==> config.mk <==
export PLATFORM = sky130hd
export DESIGN_NAME = seg7_scan_ctrl
export DESIGN_NICKNAME = d
export VERILOG_FILES = /design/src/rtl/seg7_pkg.sv /design/src/rtl/bcd7seg.sv /design/src/rtl/seg7_scan_ctrl.sv
export SDC_FILE = /design/constraint.sdc
export NUM_CORES = 1
export LEC_CHECK = 0
export CORE_ASPECT_RATIO = 2
export CORE_MARGIN = 5
export CORE_UTILIZATION = 55
export DETAILED_ROUTE_END_ITERATION = 7
export GPL_ROUTABILITY_DRIVEN = 0
export PLACE_DENSITY = 0.87
export SYNTH_ARGS = -nofsm -noshare
export SYNTH_HDL_FRONTEND = slang
export SYNTH_SLANG_ARGS = --single-unit
==> constraint.sdc <==
create_clock -name clk -period 4.2 [get_ports clk]
set_clock_uncertainty 0.2 [all_clocks]
set_input_delay 0.84 -clock clk [delete_from_list [all_inputs] [get_ports clk]]
set_output_delay 0.84 -clock clk [all_outputs]
set_load 0.01 [all_outputs]
==> src/rtl/seg7_pkg.sv <==
// Shared definitions for the 7-segment scan controller.
package seg7_pkg;

    // Width of one packed BCD digit
    localparam int BCD_W = 4;

    // Segment pattern with every segment off
    localparam logic [6:0] SEG_BLANK = 7'b0;

    // Scan FSM: GUARD blanks the start of a slot, DRIVE lights the digit
    typedef enum logic {
        GUARD = 1'b0,
        DRIVE = 1'b1
    } state_t;

endpackage

==> src/rtl/bcd7seg.sv <==
// BCD to 7-segment decoder, segments ordered {a,b,c,d,e,f,g}, active high.
module bcd7seg
    import seg7_pkg::*;
(
    input  logic [BCD_W-1:0] bcd,
    output logic [6:0]       seg
);

    // Pure lookup; codes above 9 decode to all-off
    always_comb begin
        seg = SEG_BLANK;
        case (bcd)
            4'd0: seg = 7'b1111110;
            4'd1: seg = 7'b0110000;
            4'd2: seg = 7'b1101101;
            4'd3: seg = 7'b1111001;
            4'd4: seg = 7'b0110011;
            4'd5: seg = 7'b1011011;
            4'd6: seg = 7'b1011111;
            4'd7: seg = 7'b1110000;
            4'd8: seg = 7'b1111111;
            4'd9: seg = 7'b1111011;
            default: seg = SEG_BLANK;
        endcase
    end

endmodule

==> src/rtl/seg7_scan_ctrl.sv <==
// Time-multiplexed multi-digit 7-segment scan controller with a
// frame-synchronous double-buffered value register.
module seg7_scan_ctrl
    import seg7_pkg::*;
#(
    parameter int DIGITS       = 4,
    parameter int PRESCALE     = 1000,
    parameter int BLANK_CYCLES = 2
) (
    input  logic                      clk,
    input  logic                      rst_n,
    input  logic                      load,
    output logic                      ready,
    input  logic [BCD_W*DIGITS-1:0]   value,
    input  logic [DIGITS-1:0]         dp_in,
    input  logic                      lzb_en,
    output logic [DIGITS-1:0]         dig_en,
    output logic [6:0]                seg,
    output logic                      dp
);

    localparam int CW = (PRESCALE > 1) ? $clog2(PRESCALE) : 1;
    localparam int IW = (DIGITS > 1) ? $clog2(DIGITS) : 1;

    logic [CW-1:0] cnt, cnt_nxt;
    logic [IW-1:0] idx, idx_nxt;
    state_t        state, state_nxt;
    logic          slot_end, boundary, accept;

    logic [DIGITS-1:0][BCD_W-1:0] act_val, act_nxt, pend_val;
    logic [DIGITS-1:0]            act_dp, act_dp_nxt, pend_dp;
    logic                         pend_flag, flag_nxt;

    logic [DIGITS-1:0] lz;
    logic [BCD_W-1:0]  cur_code;
    logic [6:0]        dec_seg;
    logic              blank;

    logic [DIGITS-1:0] en_nxt;
    logic [6:0]        seg_nxt;
    logic              dp_nxt;

    // Slot counter and digit index advance
    always_comb begin
        slot_end = (cnt == CW'(PRESCALE - 1));
        boundary = slot_end && (idx == IW'(DIGITS - 1));
        cnt_nxt  = slot_end ? '0 : cnt + CW'(1);
        idx_nxt  = idx;
        if (slot_end)
            idx_nxt = (idx == IW'(DIGITS - 1)) ? '0 : idx + IW'(1);
    end

    // Next-state logic; >= lets a zero guard length fall straight into DRIVE
    always_comb begin
        state_nxt = state;
        case (state)
            GUARD: if (cnt_nxt >= CW'(BLANK_CYCLES)) state_nxt = DRIVE;
            DRIVE: if (slot_end && BLANK_CYCLES != 0) state_nxt = GUARD;
            default: state_nxt = GUARD;
        endcase
    end

    // Handshake and frame-boundary transfer of pending into active
    always_comb begin
        accept     = load && ready;
        flag_nxt   = accept || (pend_flag && !boundary);
        act_nxt    = act_val;
        act_dp_nxt = act_dp;
        if (boundary && pend_flag) begin
            act_nxt    = pend_val;
            act_dp_nxt = pend_dp;
        end
    end

    // Leading-zero map: lz[i] means digit i and all above it are zero
    always_comb begin
        logic run;
        run = 1'b1;
        lz  = '0;
        for (int i = DIGITS - 1; i >= 0; i--) begin
            run   = run && (act_nxt[i] == '0);
            lz[i] = run;
        end
    end

    // Select the digit for the upcoming cycle and decide whether to blank it.
    // Looking at next-cycle data keeps registered outputs aligned with the counter.
    always_comb begin
        cur_code = act_nxt[idx_nxt];
        blank    = (cur_code > BCD_W'(9)) ||
                   (lzb_en && lz[idx_nxt] && (idx_nxt != '0));
    end

    bcd7seg u_dec (
        .bcd (cur_code),
        .seg (dec_seg)
    );

    // Output values to be registered on the next edge
    always_comb begin
        en_nxt  = '0;
        seg_nxt = SEG_BLANK;
        dp_nxt  = 1'b0;
        if (state_nxt == DRIVE) begin
            en_nxt  = DIGITS'(1) << idx_nxt;
            seg_nxt = blank ? SEG_BLANK : dec_seg;
            dp_nxt  = act_dp_nxt[idx_nxt];
        end
    end

    // Scan timing and FSM state registers
    always_ff @(posedge clk or negedge rst_n) begin
        if (!rst_n) begin
            cnt   <= '0;
            idx   <= '0;
            state <= GUARD;
        end else begin
            cnt   <= cnt_nxt;
            idx   <= idx_nxt;
            state <= state_nxt;
        end
    end

    // Pending and active display buffers
    always_ff @(posedge clk or negedge rst_n) begin
        if (!rst_n) begin
            pend_val  <= '0;
            pend_dp   <= '0;
            pend_flag <= 1'b0;
            act_val   <= '0;
            act_dp    <= '0;
        end else begin
            if (accept) begin
                pend_val <= value;
                pend_dp  <= dp_in;
            end
            pend_flag <= flag_nxt;
            act_val   <= act_nxt;
            act_dp    <= act_dp_nxt;
        end
    end

    // Registered outputs
    always_ff @(posedge clk or negedge rst_n) begin
        if (!rst_n) begin
            ready  <= 1'b1;
            dig_en <= '0;
            seg    <= SEG_BLANK;
            dp     <= 1'b0;
        end else begin
            ready  <= !flag_nxt;
            dig_en <= en_nxt;
            seg    <= seg_nxt;
            dp     <= dp_nxt;
        end
    end

endmodule

== Yosys cells after proc, flatten, opt, wreduce, memory -nomap -nowiden ==
Memory sizes are Yosys's and may differ from the RTL's.
Cells that the tools add are included.
Storage, ports and cells
  bits in registers: 67
  latch bits: 0
  bits in writable memories: 0
  ROM bits: 112
  output and inout port bits: 13
  logic and storage cells: 64
  memories: 1
Cells by class
  add/sub/neg operators: 2
  $mul: 0
  divide/modulo/power cells: 0
  order comparisons: 3
  equality and inequality tests: 2
  shift-type cells: 1
  multiplexer cells: 18
  bitwise logic cells: 1
  reduce and logical (&&, ||, !) cells: 18
Memory list
  (name not given): depth 16, width 7, rd ports 1, clocked after Yosys merged registers in 0, write ports 0, line bcd7seg.sv:12  | case (bcd)
Operator list (number)
  logical NOT 4 bit: 4
  two-way mux 16 bit: 1
  two-way mux 7 bit: 2
  two-way mux 4 bit: 3
  adder 10 x 1 -> 10 bit, second input constant: 1
  == test 10 bit, second input constant: 1
  greater-or-equal comparator 10 x 2 -> 1 bit, second input constant: 1
  two-way mux 10 bit: 1
  logical AND 1 bit: 9
  binary-select mux 4 bit (select 2 bit): 1
  two-way mux 1 bit: 5
  binary-select mux 1 bit (select 2 bit): 2
  > comparator 4 bit, second input constant: 1
  two-way mux 2 bit: 2
  << shifter 1 x 2 -> 4 bit, first input constant: 1
  less-than comparator 2 x 3 -> 1 bit, second input constant: 1
  adder 2 x 1 -> 2 bit, second input constant: 1
  == test 2 bit, second input constant: 1
  logical NOT 1 bit: 2
  logical OR 1 bit: 2
  case mux 1 bit (2 select lines): 1
  nonzero test 2 bit: 1
  NOT 1 bit: 1

== Depth between registers and ports, before layout ==
Gate-level depths: netlist of run 1.
  word-level depth: 15
  depth in mapped cells: 13
  depth with buffers taken out: 11

== By module ==
A second synthesis of run 1 with hierarchy kept.
Second synthesis, totals
  cell total of the unflattened synthesis: 300
  area total of the unflattened synthesis: 3410.8 um2
Modules (own cells, without submodules)
  seg7_scan_ctrl: times used 1, cells an instance 272, area each 3188.1 um2, sequential area each 1677.9 um2
  bcd7seg: times used 1, cells an instance 28, area each 222.7 um2, sequential area each 0.0 um2

== Worst setup path before layout of run 1 ==
Ideal clock, no wire load.
  path kind: flip-flop to flip-flop
  start: register cnt[0]
  end: register seg[1]
  setup time: 145 ps
  arrival: 3514 ps
  path slack: 340 ps
  stages on the path, launching flop included: 14
  path buffers: 2
  clock period less this slack: 3860 ps
  path through: dfrtp_1 -> ha_1 -> buf_2 -> nand2_1 -> nor4_4 -> buf_2 -> mux2_2 -> mux2_2 -> mux2i_1 -> inv_1 -> ha_1 -> or2_2 -> a31oi_4 -> a211oi_1
RTL lines
  from (decl): line seg7_scan_ctrl.sv:25  | logic [CW-1:0] cnt, cnt_nxt;
  from (signal assigned): line seg7_scan_ctrl.sv:118  | cnt <= cnt_nxt;
  to (signal assigned): line seg7_scan_ctrl.sv:153  | seg <= seg_nxt;
  to (decl): line seg7_scan_ctrl.sv:18  | output logic [6:0] seg,

==> flow_summary.json, run 1 <==
{
  "crit_chain": "ha_1 > nand2_1 > nor4_4 > buf_4 > mux2_2 > mux2_2 > mux2i_4 > inv_1 > ha_1 > mux2_2 > a211oi_1",
  "multi_input_area_mm2": 0.00156,
  "synth_top_area_cell": "dfrtp_1",
  "max_clock_freq_mhz": 263,
  "antenna_found_initial": 0,
  "root_buffer": "clkbuf_16",
  "finalNonFillerCells": 401,
  "critPathArrivalTime_ns": 3.85,
  "design_area_mm2": 0.00405,
  "outcome": "completed",
  "hold_viol": 0,
  "dieHeight_um": 121,
  "slowest_stage": "dfrtp_1",
  "cap_violations": 0,
  "drt_wl_total_um": 7220,
  "start_util_pct": 56.1,
  "portBuffers": 36,
  "final_nets": 366,
  "critPathMaxFanout": 25,
  "n_fill_cell": 443,
  "powerDensity_mw_per_mm2": 336,
  "grt_pass1_vias": 2564,
  "synth_top_cell_area_share_pct": 49.0,
  "synth_ff_type": "dfrtp_1",
  "numCtsBuffers": 9,
  "peakVddDrop_uv": 343,
  "area_growth_pct": 20.1,
  "insertion_delay_ns": 0.33,
  "syn_area_mm2": 0.00337,
  "yosys-top-cells-count": "dfrtp_1, mux2_2, nand2_1",
  "grt.overflow.total": 0,
  "core_area_mm2": 0.00601,
  "cp_top_family": "multiplexers",
  "holdWs_ns": 0.265,
  "crit_path_frequent_cell": "mux2_2",
  "wl_per_cell_um": 18.0,
  "seq_area_mm2": 0.00168,
  "synthesis.nets": 327,
  "synthTopCellsByArea": "dfrtp_1, mux2_2, nand2_1, ha_1, nor2_1",
  "synth_edf_count": 0,
  "yosys_warnings": 0,
  "via_count": 2373,
  "ios": 37,
  "finalCriticalPeriod_ns": 3.81,
  "rsz0062_at_grt": "no",
  "drt_iter0_drc": 124,
  "async_flop_share_pct": 100,
  "setup_tns_ns": 0,
  "clkTransAtPathRegs_ns": 0.05,
  "grt_use_total_pct": 20.6,
  "row_count": 40,
  "postSynthAreaPerCell_um2": 11.5,
  "worstSetupStartpointType": "flip-flop",
  "postCtsSetupRepairBufs": 0,
  "numClockSinks": 67,
  "dieArea_mm2": 0.00789,
  "syn_inst": 294,
  "synthDistinctLibCells": 55,
  "cts_hold_buf": 0,
  "grt_pass1_wl_um": 12100,
  "drc": 0,
  "htree_levels": 3,
  "placed_cell_area_mm2": 0.00377,
  "worstPathRequired_ns": 4.24,
  "setup_viol": 0,
  "cts_tree": "built",
  "die_x_um": 65.3,
  "yosys_register_bits": 67,
  "grt_start_max_net_pins": 39,
  "drtPass1Iterations": 4,
  "dp.final_hpwl_um": 5320,
  "hold_path.class": "flip-flop to flip-flop",
  "cts_resized": 0,
  "maxSlewHeadroom_pct": 37.3,
  "ys_seq_area_share_pct": 49.8,
  "antennaDiodeCount": 0,
  "utilization_pct": 67.4,
  "p_leak_nw": 1.96,
  "drv_slew": 0,
  "clock_path_buffers": 2,
  "dpl.cell_count": 385,
  "drive_gt1_share_pct": 21.0,
  "end_kind": "flip-flop",
  "drt.antenna.violating_nets": 0,
  "viasPerCell": 5.92,
  "cp_num_buf_inv": 2,
  "yosysMostFrequentCell": "dfrtp_1",
  "worstSetupPathType": "flip-flop to flip-flop",
  "tightest_slew_ns": 0.938,
  "cp_slowest_stage_delay_ns": 0.39,
  "period_share_pct": 90.6
}
[worst paths after layout]
check	startpoint	endpoint	slack (ns)	depth (start not counted)
max	cnt[0]	seg[3]	0.39	11
min	act_dp[0]	act_dp[0]	0.27	2
max reg2reg	cnt[0]	seg[3]	0.39	11
min reg2reg	act_dp[0]	act_dp[0]	0.27	2
max in group asynchronous	rst_n	ready	2.53	2
min in group asynchronous	rst_n	pend_dp[2]	0.32	1
[worst register-to-register path, delay by kind of cell (launching register included)]
family                   cells  cell delay (ns)
multiplexers                 4             1.25
adder cells (fa/ha/maj)      2             0.62
AND/OR/NAND/NOR              2             0.59
buffers and inverters        2             0.45
flip-flops                   1             0.39
AO/OA/AOI/OAI                1             0.22
[report_power, final]
| group | total [mW] | switching (mW) | leakage [nW] | internal (mW) |
|---|---|---|---|---|
| logic | 0.0338 | 0.0150 | 0.957 | 0.0188 |
| clock network | 0.681 | 0.267 | 0.133 | 0.414 |
| registers | 0.646 | 0 | 0.871 | 0.646 |
| total | 1.36 | 0.282 | 1.96 | 1.08 |
[logic make-up (layout without fill, tap and decap cells)]
logic type               Yosys count  in the layout  share of synthesized area, %
AO/OA/AOI/OAI                     46             46                          11.5
XOR/XNOR                           7              7                          1.82
adder cells (fa/ha/maj)            9              9                          3.34
buffers and inverters             28             72                          3.79
flip-flops                        67             67                          49.8
multiplexers                      47             47                          16.3
AND/OR/NAND/NOR                   90             90                          13.5
[metrics by stage]
| stage | setup WS (ns) | power, mW |
|---|---|---|
| after floorplan | 0.340 | 0.658 |
| after global placement | 0.527 | 0.692 |
| after detailed placement | 0.395 | 0.692 |
| after CTS | 0.375 | 1.37 |
| after global routing | 0.162 | 1.41 |
| final | 0.393 | 1.36 |
[cells in the final DEF, fill, tap and decap left out, types with 5 or more instances in the layout]
master           instances
nor2_1                  19
dfrtp_1                 66
mux2_2                  38
ha_1                     9
inv_1                   14
clkbuf_16                9
a21oi_1                  6
nand2_1                 31
nand3_1                  9
mux2i_1                  6
and2_1                   6
clkdlybuf4s50_1         35
xnor2_1                  5
buf_4                    6
[state kept, by name (all words and copies together) (netlist names), 2 cells and up]
signal and cells:
cnt 10, dig_en 4, act_val 16, pend_dp 4, act_dp 4, pend_val 16
idx 2, seg 7
[area by class of cell]
class	count	share of cell area [%]
clock buffers	12	6.09
clock inverters	4	0.649
inverters	14	1.30
multi-input cells	199	38.7
flip-flops and latches	67	41.5
well taps	63	1.95
repair buffers	42	9.89
[per-layer routing]
layer / vias to the layer above / wire length (µm) / global-route usage, %
met5: - / 0 / 0
met4: 0 / 323 / 13.0
met3: 27 / 273 / 5.95
met2: 64 / 3970 / 35.5
met1: 1159 / 2650 / 21.2
li1: 1123 / - / -
Note: power is estimated with default switching activity, not from simulation.
==> run 2: changes to the inputs <==
--- a/config.mk
+++ b/config.mk
@@ -6,7 +6,7 @@
 export NUM_CORES = 1
 export LEC_CHECK = 0
 export CORE_ASPECT_RATIO = 2
-export CORE_MARGIN = 5
+export CORE_MARGIN = 4
 export CORE_UTILIZATION = 55
 export DETAILED_ROUTE_END_ITERATION = 7
 export GPL_ROUTABILITY_DRIVEN = 0
==> flow_summary.json, run 2 (synthesized netlist as in run 1, its figures left out) <==
{
  "rsz0062_at_grt": "no",
  "root_buffer": "clkbuf_16",
  "start_util_pct": 56.1,
  "postCtsSetupRepairBufs": 0,
  "cts_resized": 0,
  "final_nets": 366,
  "clock_path_buffers": 2,
  "ios": 37,
  "numCtsBuffers": 9,
  "maxSlewHeadroom_pct": 25.5,
  "die_x_um": 63.3,
  "cts_hold_buf": 0,
  "dp.final_hpwl_um": 5220,
  "drt_iter0_drc": 178,
  "worstSetupPathType": "flip-flop to flip-flop",
  "drt.antenna.violating_nets": 0,
  "outcome": "completed",
  "layout_commonest_cell": "dfrtp_1",
  "antenna_found_initial": 0,
  "grt_start_max_net_pins": 51,
  "drt_wl_total_um": 7540,
  "r2r_setup_slack_ns": 0.34,
  "clkTransAtPathRegs_ns": 0.05,
  "core_area_mm2": 0.00601,
  "crit_chain": "ha_1 > nand2_1 > nor4_4 > buf_4 > mux2_2 > mux2_2 > mux2i_1 > inv_1 > ha_1 > or2_2 > a31oi_4 > a211oi_1",
  "hold_path.class": "flip-flop to flip-flop",
  "drive_gt1_share_pct": 21.4,
  "worstPathRequired_ns": 4.18,
  "worstSetupStartpointType": "flip-flop",
  "drc": 0,
  "setup_viol": 0,
  "area_growth_pct": 21.0,
  "drv_slew": 0,
  "grt_util_met2_pct": 39.3,
  "use_met1_pct": 21.9,
  "top_regs": "act_val (16), pend_val (16), cnt (10)",
  "antennaDiodeCount": 0,
  "cp_top_family": "simple AND/OR/NAND/NOR gates",
  "grt-busiest-layer": "met2",
  "via_count": 2397,
  "insertion_delay_ns": 0.33,
  "viasPerCell": 5.99,
  "critPathArrivalTime_ns": 3.84,
  "end_kind": "flip-flop",
  "tightest_slew_ns": 1.12,
  "portBuffers": 36,
  "cts_tree": "built",
  "powerDensity_mw_per_mm2": 352,
  "critPathMaxFanout": 25,
  "final_cell_mix": "dfrtp_1, mux2_2, clkdlybuf4s50_1",
  "drtPass1Iterations": 4,
  "cap_violations": 0,
  "finalCriticalPeriod_ns": 3.86,
  "n_fill_cell": 422,
  "row_count": 40,
  "peakVddDrop_uv": 329,
  "grt_pass1_vias": 2598,
  "cp_slowest_stage_delay_ns": 0.41,
  "cp_num_buf_inv": 2,
  "dieHeight_um": 119,
  "dieArea_mm2": 0.00752,
  "slowest_stage": "mux2_2",
  "wl_per_cell_um": 18.8,
  "grt_pass1_wl_um": 12500,
  "hold_viol": 0,
  "period_share_pct": 92.0,
  "grt.overflow.total": 0,
  "setup_tns_ns": 0,
  "htree_levels": 3,
  "max_clock_freq_mhz": 259,
  "total_power_mw": 1.43,
  "grt_use_total_pct": 21.6,
  "p_leak_nw": 1.97,
  "met3_usage_pct": 5.61,
  "numClockSinks": 67
}
[run 2: stage by stage]
stage / hold WS [ns] / instances / utilization (%) / setup WS [ns] / cell area [µm²]
2_1_floorplan: 0.233 / 294 / - / 0.340 / 3370
3_3_place_gp: 0.254 / 385 / 62.8 / 0.503 / 3770
3_5_place_dp: 0.256 / 385 / 62.8 / 0.402 / 3770
4_1_cts: 0.270 / 400 / 67.9 / 0.352 / 4080
5_1_grt: 0.290 / 400 / 67.9 / 0.102 / 4080
6_report: 0.267 / 400 / 67.9 / 0.335 / 4080
[run 2: final timing paths]
kind / start / endpoint / cells after the start
hold reg to reg: act_dp[0] / act_dp[0] / 2
setup / recovery: cnt[0] / seg[1] / 12
max in group asynchronous: rst_n / pend_dp[1] / 2
setup reg to reg: cnt[0] / seg[1] / 12
min in group asynchronous: rst_n / cnt[9] / 1
hold / removal: act_dp[0] / act_dp[0] / 2
[run 2: worst register-to-register path, stage by stage, from the launching register on]
cell and delay, ns:
dfrtp_1 0.38, ha_1 0.31, nand2_1 0.26, nor4_4 0.34, buf_4 0.33, mux2_2 0.42, mux2_2 0.27, mux2i_1 0.16
inv_1 0.11, ha_1 0.20, or2_2 0.33, a31oi_4 0.29, a211oi_1 0.11
[run 2: metal layers]
layer / part of all wire, % / wire (µm) / vias to the layer above
met5: 0 / 0 / -
met4: 3.3 / 250 / 0
met3: 3.5 / 265 / 22
met2: 57 / 4300 / 53
met1: 36 / 2720 / 1194
li1: - / - / 1128
[run 2: layout make-up]
class / instances / area (µm²) / area share [%]
multi-input cells: 199 / 1560 / 38.4
repair buffers: 42 / 400 / 9.82
flip-flops and latches: 67 / 1680 / 41.2
clock inverters: 4 / 50.0 / 1.23
well taps: 63 / 78.8 / 1.93
clock buffers: 11 / 253 / 6.20
inverters: 14 / 52.6 / 1.29
[run 2: where the power goes]
part | internal, mW | switching, mW
logic | 0.0194 | 0.0156
registers | 0.646 | 0
clock network | 0.487 | 0.267
total | 1.15 | 0.283
==> variant, RTL diff (config.mk and constraints of run 2) <==
`PRESCALE`: 1000 -> 500.
--- a/src/rtl/seg7_scan_ctrl.sv
+++ b/src/rtl/seg7_scan_ctrl.sv
@@ -4,7 +4,7 @@
     import seg7_pkg::*;
 #(
     parameter int DIGITS       = 4,
-    parameter int PRESCALE     = 1000,
+    parameter int PRESCALE     = 500,
     parameter int BLANK_CYCLES = 2
 ) (
     input  logic                      clk,
Check against the original RTL: no difference found for any inputs over 10 cycles, from zero or initial values and one cycle with rst_n low; that may be too few to reach the edited logic, so the function may still have changed.
==> variant against run 2 <==
- final cell count rose by 7.2%
- routed wire length fell by 1.1%
- non-clock buffer count did not move
- die area rose by 1.9%
- via count rose by 7.8%
- sequential cell count fell by 1
- cell area rose by 2.6%
- setup slack improved by 0.14 ns
- critical path depth fell by 1
- sequential share of layout area fell by 1.6 points
- synthesized area rose by 2.1%
- power fell by 2.1%
- critical endpoint is now seg[4]$_DFF_PN0_
- largest power group unchanged
==> variant: results <==
set metrics [dict create \
    p_leak_nw 1.90 \
    synth_fa_ha_area_share_pct 3.27 \
    reg2reg_depth 11 \
    drt_iter0_markers 133 \
    top_regs "act_val x16, pend_val x16, cnt x9" \
    fin_crit_sh_pct 88.6 \
    finalWirelength_um 7460 \
    synthMuxAreaShare_pct 18.8 \
    antenna-diode-count 0 \
    tightest_slew_ns 1.04 \
    critPathArrivalTime_ns 3.75 \
    grt_max_degree 49 \
    grt_pass1_vias 2644 \
    ir_drop_v 0.000338 \
    synth_xor_area_share_pct 1.27 \
    slowest_delay_ns 0.54 \
    synth_cell_types 59 \
    run_status "finished, final reports clean" \
    ys_seq_area_share_pct 48.1 \
    p_per_area_nw_per_um2 336 \
    grt_first_pass_wirelength_um 12700 \
    firstDrtPassIters 6 \
    synth_compound_area_share_pct 11.9 \
    viasPerCell 6.03 \
    cp_max_fo 12 \
    final_nets 373 \
    r2r-end "seg[4]$_DFF_PN0_" \
    pre_cts_ws_ns 0.555 \
    drive_gt1_share_pct 23.5 \
    synth_common_cells "65 x dfrtp_1, 39 x mux2_2, 27 x nor2_1" \
    synthTopCellsByArea "dfrtp_1 47%, mux2_2 13%, ha_1 3.3%" \
    critical-path-top-delay-family "compound AO/OA/AOI/OAI gates" \
    synth.net_count 334 \
    grt_use_total_pct 22.0 \
    critical-path-slowest-cell "dfrtp_1" \
]
==> variant: cell types whose count changed after synthesis, sizes merged, moves of 3 or more <==
cell / before / now
o21ai: 3 / 12
nor3: 5 / 11
a22oi: 4 / 0
nand3: 9 / 3
nand4: 1 / 4
mux4: 0 / 5
nand2: 31 / 15
and2: 6 / 1
nor4: 4 / 8
or3: 2 / 5
a31oi: 5 / 0
a21oi: 6 / 15
nor2: 19 / 28
==> variant: how the worst min path moves through the flow <==
stage,startpoint,to,slack (ns),cells past startpoint
6_report,cnt[0]$_DFF_PN0_,cnt[0]$_DFF_PN0_,0.31,1
5_1_grt,act_dp[2]$_DFF_PN0_,act_dp[2]$_DFF_PN0_,0.32,1
4_1_cts,act_dp[0]$_DFF_PN0_,act_dp[0]$_DFF_PN0_,0.31,1
3_5_place_dp,act_dp[1]$_DFF_PN0_,act_dp[1]$_DFF_PN0_,0.29,1
3_3_place_gp,act_dp[2]$_DFF_PN0_,act_dp[2]$_DFF_PN0_,0.28,1
2_1_floorplan,pend_val[1]$_DFFE_PN0P_,act_val[1]$_DFF_PN0_,0.26,2
==> variant: per-stage QoR <==
step | instance area (um2) | std cells
6_report | 4180 | 429
5_1_grt | 4180 | 429
4_1_cts | 4180 | 429
3_5_place_dp | 3880 | 413
3_3_place_gp | 3880 | 413
2_1_floorplan | 3440 | 301
==> variant: metal layers <==
layer  up-vias  wire length [um]  GRT usage [%]
met3        24               277           7.02
li1       1184                 -              -
met5         -                 0              0
met4         0               369           13.4
met2        81              4170           38.6
met1      1296              2640           21.9
==> variant: cell type report <==
class                           count  area, um2
Sequential cell                    66       1650
Clock buffer                       14        264
Multi-Input combinational cell    208       1680
Inverter                           13       48.8
Tap cell                           84        105
Clock inverter                      2       35.0
Fill cell                         431       1870
Timing Repair Buffer               42        400
